===== src/rtl/dma_bus_arbiter.sv =====
// Shared memory bus arbiter between the CPU and the DMA engine: turns device
// interrupts into DMA commands, runs the BR/BG handshake and muxes the memory port.
module dma_bus_arbiter #(
  parameter int WORD_SIZE = 16,
  parameter int MAX_GRANT = 16
) (
  input  logic                   CLK,
  input  logic                   reset_n,
  input  logic                   dev_irq,
  output logic                   dma_cmd,
  input  logic                   BR,
  output logic                   BG,
  input  logic                   cpu_busy,
  output logic                   cpu_stall,
  input  logic [WORD_SIZE-1:0]   cpu_addr,
  input  logic [4*WORD_SIZE-1:0] cpu_data,
  input  logic                   cpu_write,
  input  logic [WORD_SIZE-1:0]   dma_addr,
  input  logic [4*WORD_SIZE-1:0] dma_data,
  input  logic                   dma_write,
  output logic [WORD_SIZE-1:0]   mem_addr,
  output logic [4*WORD_SIZE-1:0] mem_data,
  output logic                   mem_write,
  output logic                   dma_done_irq,
  input  logic                   irq_ack,
  output logic                   timeout_err
);

  localparam logic [2:0] ST_IDLE     = 3'd0;
  localparam logic [2:0] ST_CMD      = 3'd1;
  localparam logic [2:0] ST_WAIT_BR  = 3'd2;
  localparam logic [2:0] ST_WAIT_CPU = 3'd3;
  localparam logic [2:0] ST_GRANT    = 3'd4;
  localparam logic [2:0] ST_DONE     = 3'd5;

  localparam int            CW       = $clog2(MAX_GRANT + 1);
  localparam logic [CW-1:0] CNT_ZERO = {CW{1'b0}};
  localparam logic [CW-1:0] CNT_ONE  = {{(CW-1){1'b0}}, 1'b1};
  localparam logic [CW-1:0] CNT_LAST = CW'(MAX_GRANT - 1);

  logic [2:0]    state_q, state_d;
  logic          pending_q, pending_d;
  logic [CW-1:0] cnt_q, cnt_d;
  logic          dev_irq_q, dev_irq_d;
  logic          bg_q, bg_d;
  logic          stall_q, stall_d;
  logic          cmd_q, cmd_d;
  logic          done_irq_q, done_irq_d;
  logic          timeout_err_q, timeout_err_d;
  logic          rise_s;
  logic          pend_s;

  // Next-state, pending, grant counter and sticky timeout.
  always_comb begin
    state_d       = state_q;
    cnt_d         = CNT_ZERO;
    timeout_err_d = timeout_err_q;
    dev_irq_d     = dev_irq;
    rise_s        = dev_irq & ~dev_irq_q;
    // A rise outside IDLE is remembered once; a rise while already pending is lost.
    pend_s        = pending_q | (rise_s & (state_q != ST_IDLE));
    pending_d     = pend_s;
    case (state_q)
      ST_IDLE: begin
        if (rise_s) state_d = ST_CMD;
        else        state_d = ST_IDLE;
      end
      ST_CMD: begin
        state_d = ST_WAIT_BR;
      end
      ST_WAIT_BR: begin
        if (BR && cpu_busy)  state_d = ST_WAIT_CPU;
        else if (BR)         state_d = ST_GRANT;
        else                 state_d = ST_WAIT_BR;
      end
      ST_WAIT_CPU: begin
        if (cpu_busy) state_d = ST_WAIT_CPU;
        else          state_d = ST_GRANT;
      end
      ST_GRANT: begin
        // BR release wins over a timeout landing on the same cycle.
        if (!BR) begin
          state_d = ST_DONE;
        end else if (cnt_q == CNT_LAST) begin
          state_d       = ST_DONE;
          timeout_err_d = 1'b1;
        end else begin
          state_d = ST_GRANT;
          cnt_d   = cnt_q + CNT_ONE;
        end
      end
      ST_DONE: begin
        if (irq_ack) begin
          state_d   = pend_s ? ST_CMD : ST_IDLE;
          pending_d = 1'b0;
        end else begin
          state_d = ST_DONE;
        end
      end
      default: begin
        state_d   = ST_IDLE;
        pending_d = 1'b0;
      end
    endcase
  end

  // Registered outputs decoded from the upcoming state so they align with it.
  always_comb begin
    cmd_d      = (state_d == ST_CMD);
    bg_d       = (state_d == ST_GRANT);
    stall_d    = (state_d == ST_WAIT_CPU) || (state_d == ST_GRANT);
    done_irq_d = (state_d == ST_DONE);
  end

  // State and output registers; reset drops BG without waiting for a clock.
  always_ff @(posedge CLK or negedge reset_n) begin
    if (!reset_n) begin
      state_q       <= ST_IDLE;
      pending_q     <= 1'b0;
      cnt_q         <= CNT_ZERO;
      dev_irq_q     <= 1'b0;
      bg_q          <= 1'b0;
      stall_q       <= 1'b0;
      cmd_q         <= 1'b0;
      done_irq_q    <= 1'b0;
      timeout_err_q <= 1'b0;
    end else begin
      state_q       <= state_d;
      pending_q     <= pending_d;
      cnt_q         <= cnt_d;
      dev_irq_q     <= dev_irq_d;
      bg_q          <= bg_d;
      stall_q       <= stall_d;
      cmd_q         <= cmd_d;
      done_irq_q    <= done_irq_d;
      timeout_err_q <= timeout_err_d;
    end
  end

  // Memory port mux; a stalled CPU cannot launch a write.
  always_comb begin
    if (bg_q) begin
      mem_addr  = dma_addr;
      mem_data  = dma_data;
      mem_write = dma_write;
    end else begin
      mem_addr  = cpu_addr;
      mem_data  = cpu_data;
      mem_write = cpu_write & ~stall_q;
    end
  end

  assign dma_cmd      = cmd_q;
  assign BG           = bg_q;
  assign cpu_stall    = stall_q;
  assign dma_done_irq = done_irq_q;
  assign timeout_err  = timeout_err_q;

endmodule


===== config.mk =====
export PLATFORM = sky130hd
export DESIGN_NAME = dma_bus_arbiter
export DESIGN_NICKNAME = d
export VERILOG_FILES = /design/src/rtl/dma_bus_arbiter.sv
export SDC_FILE = /design/constraint.sdc
export NUM_CORES = 1
export LEC_CHECK = 0
export ABC_CLOCK_PERIOD_IN_PS = 2300
export BUFFER_PORTS_ARGS = -buffer_cell sky130_fd_sc_hd__buf_2
export CAP_MARGIN = 0
export CORE_AREA = 2 2 97 99
export DETAILED_ROUTE_END_ITERATION = 6
export DIE_AREA = 0 0 99 101
export SETUP_SLACK_MARGIN = 0.5
export SLEW_MARGIN = 20
export SYNTH_ARGS = -nofsm -noshare
export SYNTH_HDL_FRONTEND = slang
export SYNTH_SLANG_ARGS = --single-unit

===== constraint.sdc =====
create_clock -name CLK -period 2.3 [get_ports CLK]
set_clock_uncertainty 0.1 [all_clocks]
set_input_delay 0.115 -clock CLK [delete_from_list [all_inputs] [get_ports CLK]]
set_output_delay 0.115 -clock CLK [all_outputs]
set_load 0.005 [all_outputs]

==> results.md <==
* Full die area at between 9000 and 10000 um2
* Adder-cell share of the synthesized area at 0.00782
* PD cells at around 640 nW/um2
* Main synth FF type: dfrtp_1
* Worst Setup SP: BG
* Largest net degree at the start of global routing at 31
* Syn_nets at around 320
* Effective utilization at floorplan at 0.178
* Comb power frac at 0.692
* GRT Util Overall at 0.169
* Crit share post-route at 0.733
* Req. time, crit path at ~2100 ps
* Worst skew pair latency at 250 ps
* Fraction of the mapped netlist area in simple logic gates at 0.0907
* Complex-gate fraction of the synthesized area at 0.0524
* Layout cells sized above 1 at 0.868
* # setup viols final at 0
* Syn. warnings at 0
* Number of global-route vias before repair at 2184
* Clock Power Share at 0.108
* HP Class: input port to flop
* DRT iter0 DRCs at 49
* Flop pwr share at 0.200
* Initial antenna violation count at 0
* Synth Area per Inst at 10.7 um2
* RSZ-0062 raised after global routing: no
* Distinct cells, synth at 29
* Fin cells at 514
* Worst Tran Pin Value at 385 ps
* Total power draw at 0.00198 W
* RR Startpoint: cnt_q[0]
* Wire length per cell at between 15 and 20 um
* Cell Int Power at ~0.0012 W
* CTS H-tree depth at 1
* Post-synth EDFFs at 0
* Clock Sinks at 15
* Net Sw Frac at 0.384
* Global route total overflow at 0
* Fin nets at 573
* Syn-to-layout area delta at 92.6%
* Vias at 2173
* Slew Limit Fails at 0
* Crit Path Max Fanout at 12
* XOR/XNOR Fraction of Synth Area at 0.0109
* Post-route ant nets at 0
* R2r endpoint: cpu_stall
* Fmax at 0.593 GHz
* Final Hold Viols at 0
* Sequential area share after synthesis at 0.235
* FF+latch count, synth at 15
* Largest family of logic cells by synthesized area: multiplexers
* Max Cap Viol at 0
* Core area at 8980 um2
* Mapped Area at 1600 um2
* Placed cells at between 500 and 600
* Root buf cell: clkbuf_8
* First-pass GRT wire length at 12700 um
* I/O pin cnt at 254
* Critical path type: flop to primary output
* Reg area at ~380 um2
* Register clock-pin slew on the reported worst setup and hold paths at 60 ps
* Placer Congestion at 1.02
* Post-Synthesis Cells at roughly 150
* Max-slew headroom at 0.742
* Routed WL at 9480 um
* Die Width at 99 um
* Status: completed
* Lkg Pwr at approximately 1.7 nW
* Vias per inst at approximately 4.2
* Setup_tns at 0 ps
* Drc violations at 0
* I/O Buffers at about 250
* Crit path capture: mem_data[54]
* First-pass DRT Iterations at 4
* Mux contribution to synthesized area at 0.563
* FFs w/ async S/R, synth at 1.00
* Crit path capture type: primary output
* HPWL after DPL at 8450 um
* P_sw at 0.000760 W
* FILL cells at 966
* Arr. time, crit path at 1470 ps
* Die height at 101 um
* TritonCTS buffer count at 3
* Worst reg-to-reg setup slack at 720 ps
* Cells on worst reg2reg path at 5
* Multi-input combinational cell area at roughly 1200 um2
* Antenna Diode Count at 0
* Post-layout min period at 1690 ps
* FP Rows at 35
* CTS Buffer Depth at 2
* Worst VDD drop at ~270 uV
* CP Launch Type: flop
* CTS tree: done
synth_stat cells (2+ instances only):
library cell,count,share of area
dfrtp_1,15,0.23
a21oi_1,2,0.0063
buf_2,10,0.031
nor2_1,6,0.014
nor3_1,2,0.0063
nand3_1,3,0.0094
inv_1,4,0.0094
nand2b_1,2,0.0078
xor2_1,2,0.011
o21ai_0,2,0.0063
nand2_1,4,0.0094
mux2_2,80,0.56
timing repair:
item / CTS / global route
endpoints found under the hold margin: 16 / 0
hold buffers: 2 / 0
setup endpoints to repair: 55 / 0
gates resized for setup: 1 / 0
setup buffers: 2 / 0
per-layer routing:
metal	wire length, um	vias up	global-route usage
li1	-	1051	-
met1	4210	1003	0.243
met2	4100	117	0.241
met3	1160	2	0.0770
met4	11	0	0.00948
met5	0	-	0
cells by family after synthesis:
logic type | Yosys count
flip-flops | 15
adder cells (fa/ha/maj) | 1
buffers and inverters | 14
AO/OA/AOI/OAI | 12
XOR/XNOR | 2
AND/OR/NAND/NOR | 25
multiplexers | 80
cell usage in the layout (no fill, tap or decap), types with 2 or more instances in the layout:
cell           netlist  layout
buf_2               10     253
mux2_2              80      80
dfrtp_1             15      14
nor2_1               6       6
inv_1                4       4
nand2_1              4       4
nand3_1              3       3
clkbuf_8             0       3
nand2b_1             2       2
a21oi_1              2       2
nor3_1               2       2
o21ai_0              2       2
xor2_1               2       2
dlygate4sd3_1        0       2
buf_4                0       2
buf_6                0       2
area by class of cell:
type                            count  share of cell area
Multi-Input combinational cell    120               0.376
Tap cell                          111              0.0451
Inverter                            4             0.00487
Timing Repair Buffer              260               0.436
Sequential cell                    15               0.123
Clock buffer                        4              0.0146
how the worst min path moves through the flow:
stage                  start      endpoint  depth (start not counted)
floorplan            reset_n            BG                          0
global placement     reset_n  dma_done_irq                          1
detailed placement   reset_n      cnt_q[1]                          1
CTS                 cpu_busy    state_q[1]                          3
global route        cpu_busy    state_q[1]                          3
finish              cpu_busy    state_q[1]                          3
sequential cells by signal, summed over array words and instances, names as in the netlist:
register and cells:
BG 1, cnt_q 5, cpu_stall 1, dev_irq_q 1, dma_cmd 1, dma_done_irq 1, pending_q 1, state_q 3
timeout_err 1
per-stage QoR:
stage / hold WS (ps) / utilization / setup WS (ps) / area (um2)
after floorplan: -281 / - / 906 / 1600
after global placement: -61.2 / 0.334 / 640 / 2990
after detailed placement: -62.5 / 0.334 / 578 / 2990
after CTS: 35.6 / 0.343 / 587 / 3080
after global routing: 76.7 / 0.343 / 555 / 3080
final: 42.3 / 0.343 / 613 / 3080
critical path: stages (launching register included):
cell and delay [ps]:
dfrtp_4 470, buf_4 220, mux2_2 380, buf_2 150
power by group through the flow:
stage	Clock (W)	Combinational (W)	Sequential, W
4_1_cts	0.000226	0.00139	0.000397
3_5_place_dp	0	0.00130	0.000447
6_report	0.000214	0.00137	0.000396
2_1_floorplan	0	0.000739	0.000368
5_1_grt	0.000235	0.00148	0.000409
3_3_place_gp	0	0.00129	0.000443
No activity file was read; power rests on OpenSTA's default activity.
